[config.mk]
export PLATFORM = sky130hd
export DESIGN_NAME = wdt
export DESIGN_NICKNAME = d
export VERILOG_FILES = /design/src/rtl/wdt.sv
export SDC_FILE = /design/constraint.sdc
export NUM_CORES = 1
export LEC_CHECK = 0
export ABC_AREA = 1
export CORE_ASPECT_RATIO = 0.75
export CORE_UTILIZATION = 50
export DETAILED_ROUTE_END_ITERATION = 10
export PLACE_DENSITY = 0.71
export RECOVER_POWER = 50
export SYNTH_ARGS = -nofsm -noshare
export SYNTH_HDL_FRONTEND = slang
export SYNTH_SLANG_ARGS = --single-unit
[constraint.sdc]
create_clock -name clk -period 5.8 [get_ports clk]
set_clock_uncertainty 0.2 [all_clocks]
set_input_delay 0.87 -clock clk [delete_from_list [all_inputs] [get_ports clk]]
set_output_delay 0.87 -clock clk [all_outputs]
set_load 0.03 [all_outputs]
[src/rtl/wdt.sv]
// Watchdog core on the MMIO bus (core prefix 6'h05).
// Firmware starts it through CTRL and must write the KICK magic value
// before TIMEOUT ticks elapse; a missed or corrupted kick latches the
// EXPIRED state and raises wdt_reset_req until reset_n is asserted.
// Optional build macro: WDT_LOCK_EN - once running, CTRL writes are ignored
// so the watchdog cannot be stopped; STATUS bit2 reports the lock.
//
// state   | meaning
// --------+-----------------------------------------------------------
// IDLE    | stopped; PRESCALER/TIMEOUT writable, kicks ignored
// RUN     | counting ticks down; needs periodic valid kicks
// EXPIRED | timeout or bad kick; reset request held until reset_n
module wdt #(
  parameter logic [31:0] PRESCALER_RST = 32'd18000,
  parameter logic [31:0] TIMEOUT_RST   = 32'd1000,
  parameter logic [31:0] KICK_MAGIC    = 32'h4b49434b
) (
  input  logic        clk,
  input  logic        reset_n,
  input  logic        cs,
  input  logic        we,
  input  logic [7:0]  address,
  input  logic [31:0] write_data,
  output logic [31:0] read_data,
  output logic        ready,
  output logic        running,
  output logic        wdt_reset_req
);

  localparam logic [7:0] ADDR_NAME0     = 8'h00;
  localparam logic [7:0] ADDR_NAME1     = 8'h01;
  localparam logic [7:0] ADDR_VERSION   = 8'h02;
  localparam logic [7:0] ADDR_CTRL      = 8'h08;
  localparam logic [7:0] ADDR_STATUS    = 8'h09;
  localparam logic [7:0] ADDR_PRESCALER = 8'h0a;
  localparam logic [7:0] ADDR_TIMEOUT   = 8'h0b;
  localparam logic [7:0] ADDR_KICK      = 8'h0c;
  localparam logic [7:0] ADDR_COUNT     = 8'h0d;

  localparam logic [31:0] CORE_NAME0   = 32'h746b3120; // "tk1 "
  localparam logic [31:0] CORE_NAME1   = 32'h77647420; // "wdt "
  localparam logic [31:0] CORE_VERSION = 32'h00000001;

`ifdef WDT_LOCK_EN
  localparam logic LOCK_EN = 1'b1;
`else
  localparam logic LOCK_EN = 1'b0;
`endif

  typedef enum logic [1:0] {
    S_IDLE    = 2'd0,
    S_RUN     = 2'd1,
    S_EXPIRED = 2'd2
  } state_t;

  state_t      r_state;
  state_t      w_state_nxt;
  logic [31:0] r_prescaler, w_prescaler_nxt;
  logic [31:0] r_timeout,   w_timeout_nxt;
  logic [31:0] r_cnt,       w_cnt_nxt;
  logic [31:0] r_pre_cnt,   w_pre_cnt_nxt;

  logic        w_wr;
  logic        w_ctrl_wr;
  logic        w_kick_wr;
  logic        w_expired;
  logic        w_locked;
  logic [31:0] w_rdata;

  assign w_wr      = cs & we;
  assign w_ctrl_wr = w_wr & (address == ADDR_CTRL);
  assign w_kick_wr = w_wr & (address == ADDR_KICK);
  assign w_expired = (r_state == S_EXPIRED);
  assign w_locked  = LOCK_EN & (r_state == S_RUN);

  // State and counter registers; everything returns to reset values at once
  always_ff @(posedge clk or negedge reset_n) begin
    if (!reset_n) begin
      r_state     <= S_IDLE;
      r_prescaler <= PRESCALER_RST;
      r_timeout   <= TIMEOUT_RST;
      r_cnt       <= TIMEOUT_RST;
      r_pre_cnt   <= 32'd0;
    end else begin
      r_state     <= w_state_nxt;
      r_prescaler <= w_prescaler_nxt;
      r_timeout   <= w_timeout_nxt;
      r_cnt       <= w_cnt_nxt;
      r_pre_cnt   <= w_pre_cnt_nxt;
    end
  end

  // Next-state logic: bus writes, prescaler ticks and timeout detection
  always_comb begin
    w_state_nxt     = r_state;
    w_prescaler_nxt = r_prescaler;
    w_timeout_nxt   = r_timeout;
    w_cnt_nxt       = r_cnt;
    w_pre_cnt_nxt   = r_pre_cnt;
    case (r_state)
      S_IDLE: begin
        if (w_wr && address == ADDR_PRESCALER)
          w_prescaler_nxt = write_data;
        if (w_wr && address == ADDR_TIMEOUT)
          w_timeout_nxt = (write_data == 32'd0) ? 32'd1 : write_data;
        if (w_ctrl_wr && write_data[0]) begin
          w_state_nxt   = S_RUN;
          w_cnt_nxt     = r_timeout;
          w_pre_cnt_nxt = r_prescaler;
        end
      end
      S_RUN: begin
        // Stop beats a kick or tick in the same cycle; a kick beats the tick.
        if (w_ctrl_wr && !write_data[0] && !LOCK_EN) begin
          w_state_nxt = S_IDLE;
        end else if (w_kick_wr) begin
          if (write_data == KICK_MAGIC) begin
            w_cnt_nxt     = r_timeout;
            w_pre_cnt_nxt = r_prescaler;
          end else begin
            w_state_nxt = S_EXPIRED;
          end
        end else if (r_pre_cnt == 32'd0) begin
          w_pre_cnt_nxt = r_prescaler;
          // cnt is never 0 in RUN; <= 1 keeps the counter from wrapping anyway
          if (r_cnt <= 32'd1) begin
            w_state_nxt = S_EXPIRED;
            w_cnt_nxt   = 32'd0;
          end else begin
            w_cnt_nxt = r_cnt - 32'd1;
          end
        end else begin
          w_pre_cnt_nxt = r_pre_cnt - 32'd1;
        end
      end
      S_EXPIRED: begin
        w_state_nxt = S_EXPIRED;
      end
      default: begin
        w_state_nxt = S_IDLE;
      end
    endcase
  end

  // Combinational register read mux; zero when not selected or unmapped
  always_comb begin
    w_rdata = 32'd0;
    if (cs) begin
      case (address)
        ADDR_NAME0:     w_rdata = CORE_NAME0;
        ADDR_NAME1:     w_rdata = CORE_NAME1;
        ADDR_VERSION:   w_rdata = CORE_VERSION;
        ADDR_CTRL:      w_rdata = {31'd0, running};
        ADDR_STATUS:    w_rdata = {29'd0, w_locked, w_expired, running};
        ADDR_PRESCALER: w_rdata = r_prescaler;
        ADDR_TIMEOUT:   w_rdata = r_timeout;
        ADDR_COUNT:     w_rdata = r_cnt;
        default:        w_rdata = 32'd0;
      endcase
    end
  end

  assign read_data     = w_rdata;
  assign ready         = cs;
  assign running       = (r_state == S_RUN);
  assign wdt_reset_req = w_expired;

endmodule
# [Word-level counts from Yosys, hierarchy flattened]
# Cells that the tools add are included.
[classes] muxes=23 order_cmp=1 n_eq_ne=18 n_reduce_logical=15 multipliers=0 n_addsub=2 div_mod_pow=0 shift=0 bitwise_logic=3
[ops] cell="$mux 32" count=13
[ops] cell="$pmux 32 s8" count=1
[ops] cell="$pmux 32 s2" count=2
[ops] cell="$logic_not 32->1" count=2
[ops] cell="$sub 32x1->32 const B" count=2
[ops] cell="$eq 8x4->1 const B" count=6
[ops] cell="$eq 32x31->1 const B" count=1
[ops] cell="$le 32x1->1 const B" count=1
[ops] cell="$mux 2" count=6
[ops] cell="$eq 8x1->1 const B" count=1
[ops] cell="$eq 8x2->1 const B" count=1
[ops] cell="$logic_not 8->1" count=1
[ops] cell="$ne 4x1->1 const B" count=2
[ops] cell="$reduce_and 4->1" count=2
[ops] cell="$pmux 2 s3" count=1
[ops] cell="$reduce_and 5->1" count=1
[ops] cell="$logic_and 1x1->1" count=4
[ops] cell="$ne 2x2->1 const B" count=2
[ops] cell="$ne 4x4->1 const B" count=1
[ops] cell="$reduce_and 2->1" count=2
[ops] cell="$and 1x1->1" count=3
[ops] cell="$ne 3x1->1 const B" count=1
[ops] cell="$ne 3x2->1 const B" count=1
[ops] cell="$eq 2x1->1 const B" count=1
[ops] cell="other kinds (4)" count=4
[word_totals] mem_count=0 reg_bits=130 latchBits=0 ramBits=0 rom_bits=0 in_bits=44 out_inout_bits=35

# [Depth between registers and ports, before layout]
[logic_depth] depth_word=6 ltp_mapped=13 depth_no_buf=13

# [Worst setup path after synthesis]
# Ideal clock, no wire load.
[synth_path] kind="input to output" start="input address[7]" end="output read_data[0]" n_path_buf=1 cell_stages=8 required_time_ns=4.730 arrival_ns=2.383 setup_slack_ns=2.347 path_cell_list="nor2_1 -> nand2_2 -> inv_1 -> nand3_1 -> inv_1 -> buf_2 -> nand2_1 -> a31oi_1"
[synth_between] elab_chain_len=3 word_cells_on_any_way=10 classes_between="eq/ne (7); mux (2); reduce/logical (1)"
[synth_lines] element="start, declared" line_no="22" source="input logic [7:0] address,"
[synth_lines] element="$eq 8x4->1 (tied with other cells)" line_no="149" source="case (address)"
[synth_lines] element="$pmux 32 s8 *" line_no="149"
[synth_lines] element="$mux 32 *" line_no="148" source="if (cs) begin"
[synth_lines] element="end, declared" line_no="24" source="output logic [31:0] read_data,"
# Mark *: on every way between the ends. The rest lies on a longest branch, timed or not.

# [Final worst setup path]
[layout_path] start="input address[2]" end="output read_data[21]"
# The elaborated chain is that of the path after synthesis.

==> metrics <==
Synth Warn #=0; crit path launch type=input pin; syn_area_per_cell=6.47 µm²; crit end category=primary output; n_diodes=0; post-synth cell types=42; drt pass-1 iters=5; Mapped Area=8540 µm²; peak supply drop=0.202 mV; number of global-route vias before repair=7891; headroom to the max-slew limit=-0.661; post-CTS sizing=0; leading area contributor after synthesis=dfrtp_1; GP Congestion=1.03; sequential fraction of the synthesis area=0.383; Fin. Hold Viols=0; die height=115 µm; Max clock buf depth=2; Setup TNS=0 ns; top post-synthesis cells by area=dfrtp_1 33%, nand2_1 23%, nor2_1 7.5%, o21ai_0 6.9%, inv_1 5.7%; Internal=0.00250 W; largest net degree at the start of global routing=86; Die W=153 µm; crit path time final=5.02 ns; vias per cell=5.51; largest family of logic cells by synthesized area=simple AND/OR/NAND/NOR gates; min-delay worst type=input pin to async pin; IO Port Bufs=78; most common cell in the netlist=nand2_1; row cnt=40; Util after Layout=0.610; Post-Synth Adder-Cell Area=0.00586; asr flop ratio synth=1.00; Slew @ Worst Pin=2.49 ns; Initial DRC Count=973; Yosys top cell area share=0.331; first-pass GRT wire length=43200 µm; FMAX=0.199 GHz; ys flop type=dfrtp_1; Worst-Skew Late Latency=0.43 ns; syn_nets=1367; FILL cells=1586; clock power share=0.218; outcome=finished with violations; logic gate share of total power=0.507; final max-slew violation count=112; # hold bufs at CTS=0; share of post-route cells with drive strength above 1=0.0568; Placed Area=9420 µm²; synth cell count leaders=515 x nand2_1, 171 x nor2_1, 129 x inv_1, 118 x o21ai_0, 113 x dfrtp_1; dpl hpwl=20100 µm; Post-synth EDFFs=0; max-cap viol count=2; Simple-Gate Fraction of Synth Area=0.371; Post-CTS Setup Repair Bufs=0; drt wl/cell=17.2 µm; CTS root buf=clkbuf_16; core area=16400 µm²; Sw Ratio=0.489; initial antenna violation count=0; clk sink count=130; Die ar.=17600 µm²; GRT overflow=0; IO Count=79; final WL=27500 µm; Placed Cells incl. Taps=1570; CTS tree=yes; P_sw=0.00239 W; clock-pin slew on the worst setup and hold paths=0.06 ns; # DRC=0; post-synthesis compound-gate area fraction=0.122; Critical Path AT=3.95 ns; area delta synth->final=17.0%; sequential share of power=0.275; register bit total from synthesis=130; Power Total=0.00489 W; CP Class=input pin to primary output; pwr/cell area=490 nW/µm²; fin area=9990 µm²; H-tree levels=4; nets=1427; Num CTS Buffers=17; GRT Overall Usage=0.323; CP required=4.73 ns; violated checks=capacitance limit, slew limit; Critical Path Fanout Max=23; Initial Util=0.522; Final ANT Viol Nets=0; xor and xnor area share after synthesis=0.0318; final worst-path cycle share=0.865; Final setup viols=0; via count=8829; Gate Count Post-Synth=1319; RSZ-0062 raised after global routing=false; Static Leak=4.82 nW; multiplexer share of the synthesized area=0; Final Non-Filler Cells=1602
==> area by class of cell <==
class	instances	area, µm²	area share
Sequential cell	130	3270	0.328
Timing Repair Buffer	86	835	0.0836
Clock inverter	12	133	0.0133
Multi-Input combinational cell	1007	4520	0.453
Clock buffer	20	447	0.0447
Tap cell	210	263	0.0263
Inverter	137	514	0.0515
==> registers in the layout, summed over array words and instances, names as in the netlist <==
register / cells
r_cnt: 32
r_pre_cnt: 32
r_prescaler: 32
r_timeout: 32
r_state: 2
==> final timing paths <==
path | from | end | slack [ns] | cells after the start
worst max-delay path | address[2] | read_data[21] | 0.78 | 9
worst min-delay path | reset_n | r_cnt[4]$_DFFE_PN0P_ | 0.27 | 1
worst max register to register | r_state[1]$_DFFE_PN0P_ | r_prescaler[17]$_DFFE_PN0P_ | 2.79 | 5
worst min register to register | r_prescaler[23]$_DFFE_PN0P_ | r_prescaler[23]$_DFFE_PN0P_ | 0.29 | 2
max in group asynchronous | reset_n | r_prescaler[0]$_DFFE_PN0P_ | 2.23 | 2
min in group clk | r_prescaler[23]$_DFFE_PN0P_ | r_prescaler[23]$_DFFE_PN0P_ | 0.29 | 2
==> worst max-delay path, cell delays in order <==
cell,delay (ns)
dlygate4sd3_1,0.57
inv_1,0.07
nand2_1,0.10
nor2_4,0.22
nand2_1,0.27
inv_1,0.72
nand2_1,0.11
a41oi_1,0.27
clkdlybuf4s50_1,0.72
==> kinds of logic (layout without fill, tap and decap cells) <==
kind of cell	Yosys count	count (layout)
AOI/OAI and AO/OA	186	186
and+or+nand+nor	786	786
adders and majority gates	4	4
xor gates and xnor gates	31	31
buffers and inverters	182	255
DFF	130	130
==> metal layers <==
layer	vias up	track usage	share of wire
li1	4275	-	-
met2	390	0.470	0.42
met1	4135	0.463	0.46
met3	29	0.0972	0.10
met5	-	0	0
met4	0	0.0909	0.018
==> cell usage in the layout (no fill, tap or decap), types with 6 or more instances in the layout <==
master / count
clkbuf_16: 17
xor2_1: 20
o211ai_1: 7
nor3_1: 9
nor4_1: 6
a41oi_1: 9
a21oi_1: 12
o21ai_0: 118
dfrtp_1: 113
xnor2_1: 11
buf_4: 6
a211oi_1: 7
dfstp_2: 17
or2_2: 6
nor2_1: 171
nand4_1: 7
inv_1: 129
nand2_1: 517
clkdlybuf4s50_1: 73
inv_2: 7
o21ai_1: 20
nand3_1: 55
==> power groups by stage <==
stage	Sequential, W	Combinational [W]	Clock (W)
final	0.00134	0.00248	0.00107
after global routing	0.00137	0.00278	0.00112
after CTS	0.00133	0.00242	0.00108
after detailed placement	0.00134	0.00240	0
after global placement	0.00134	0.00237	0
after floorplan	0.00127	0.00185	0
==> through the flow <==
step           hold slack, ns  setup WS [ns]
6_report                0.273          0.782
5_1_grt                 0.317          0.596
4_1_cts                 0.288           1.02
3_5_place_dp            0.273           1.03
3_3_place_gp            0.264           1.10
2_1_floorplan           0.253           2.35
No activity file was read; power rests on OpenSTA's default activity.
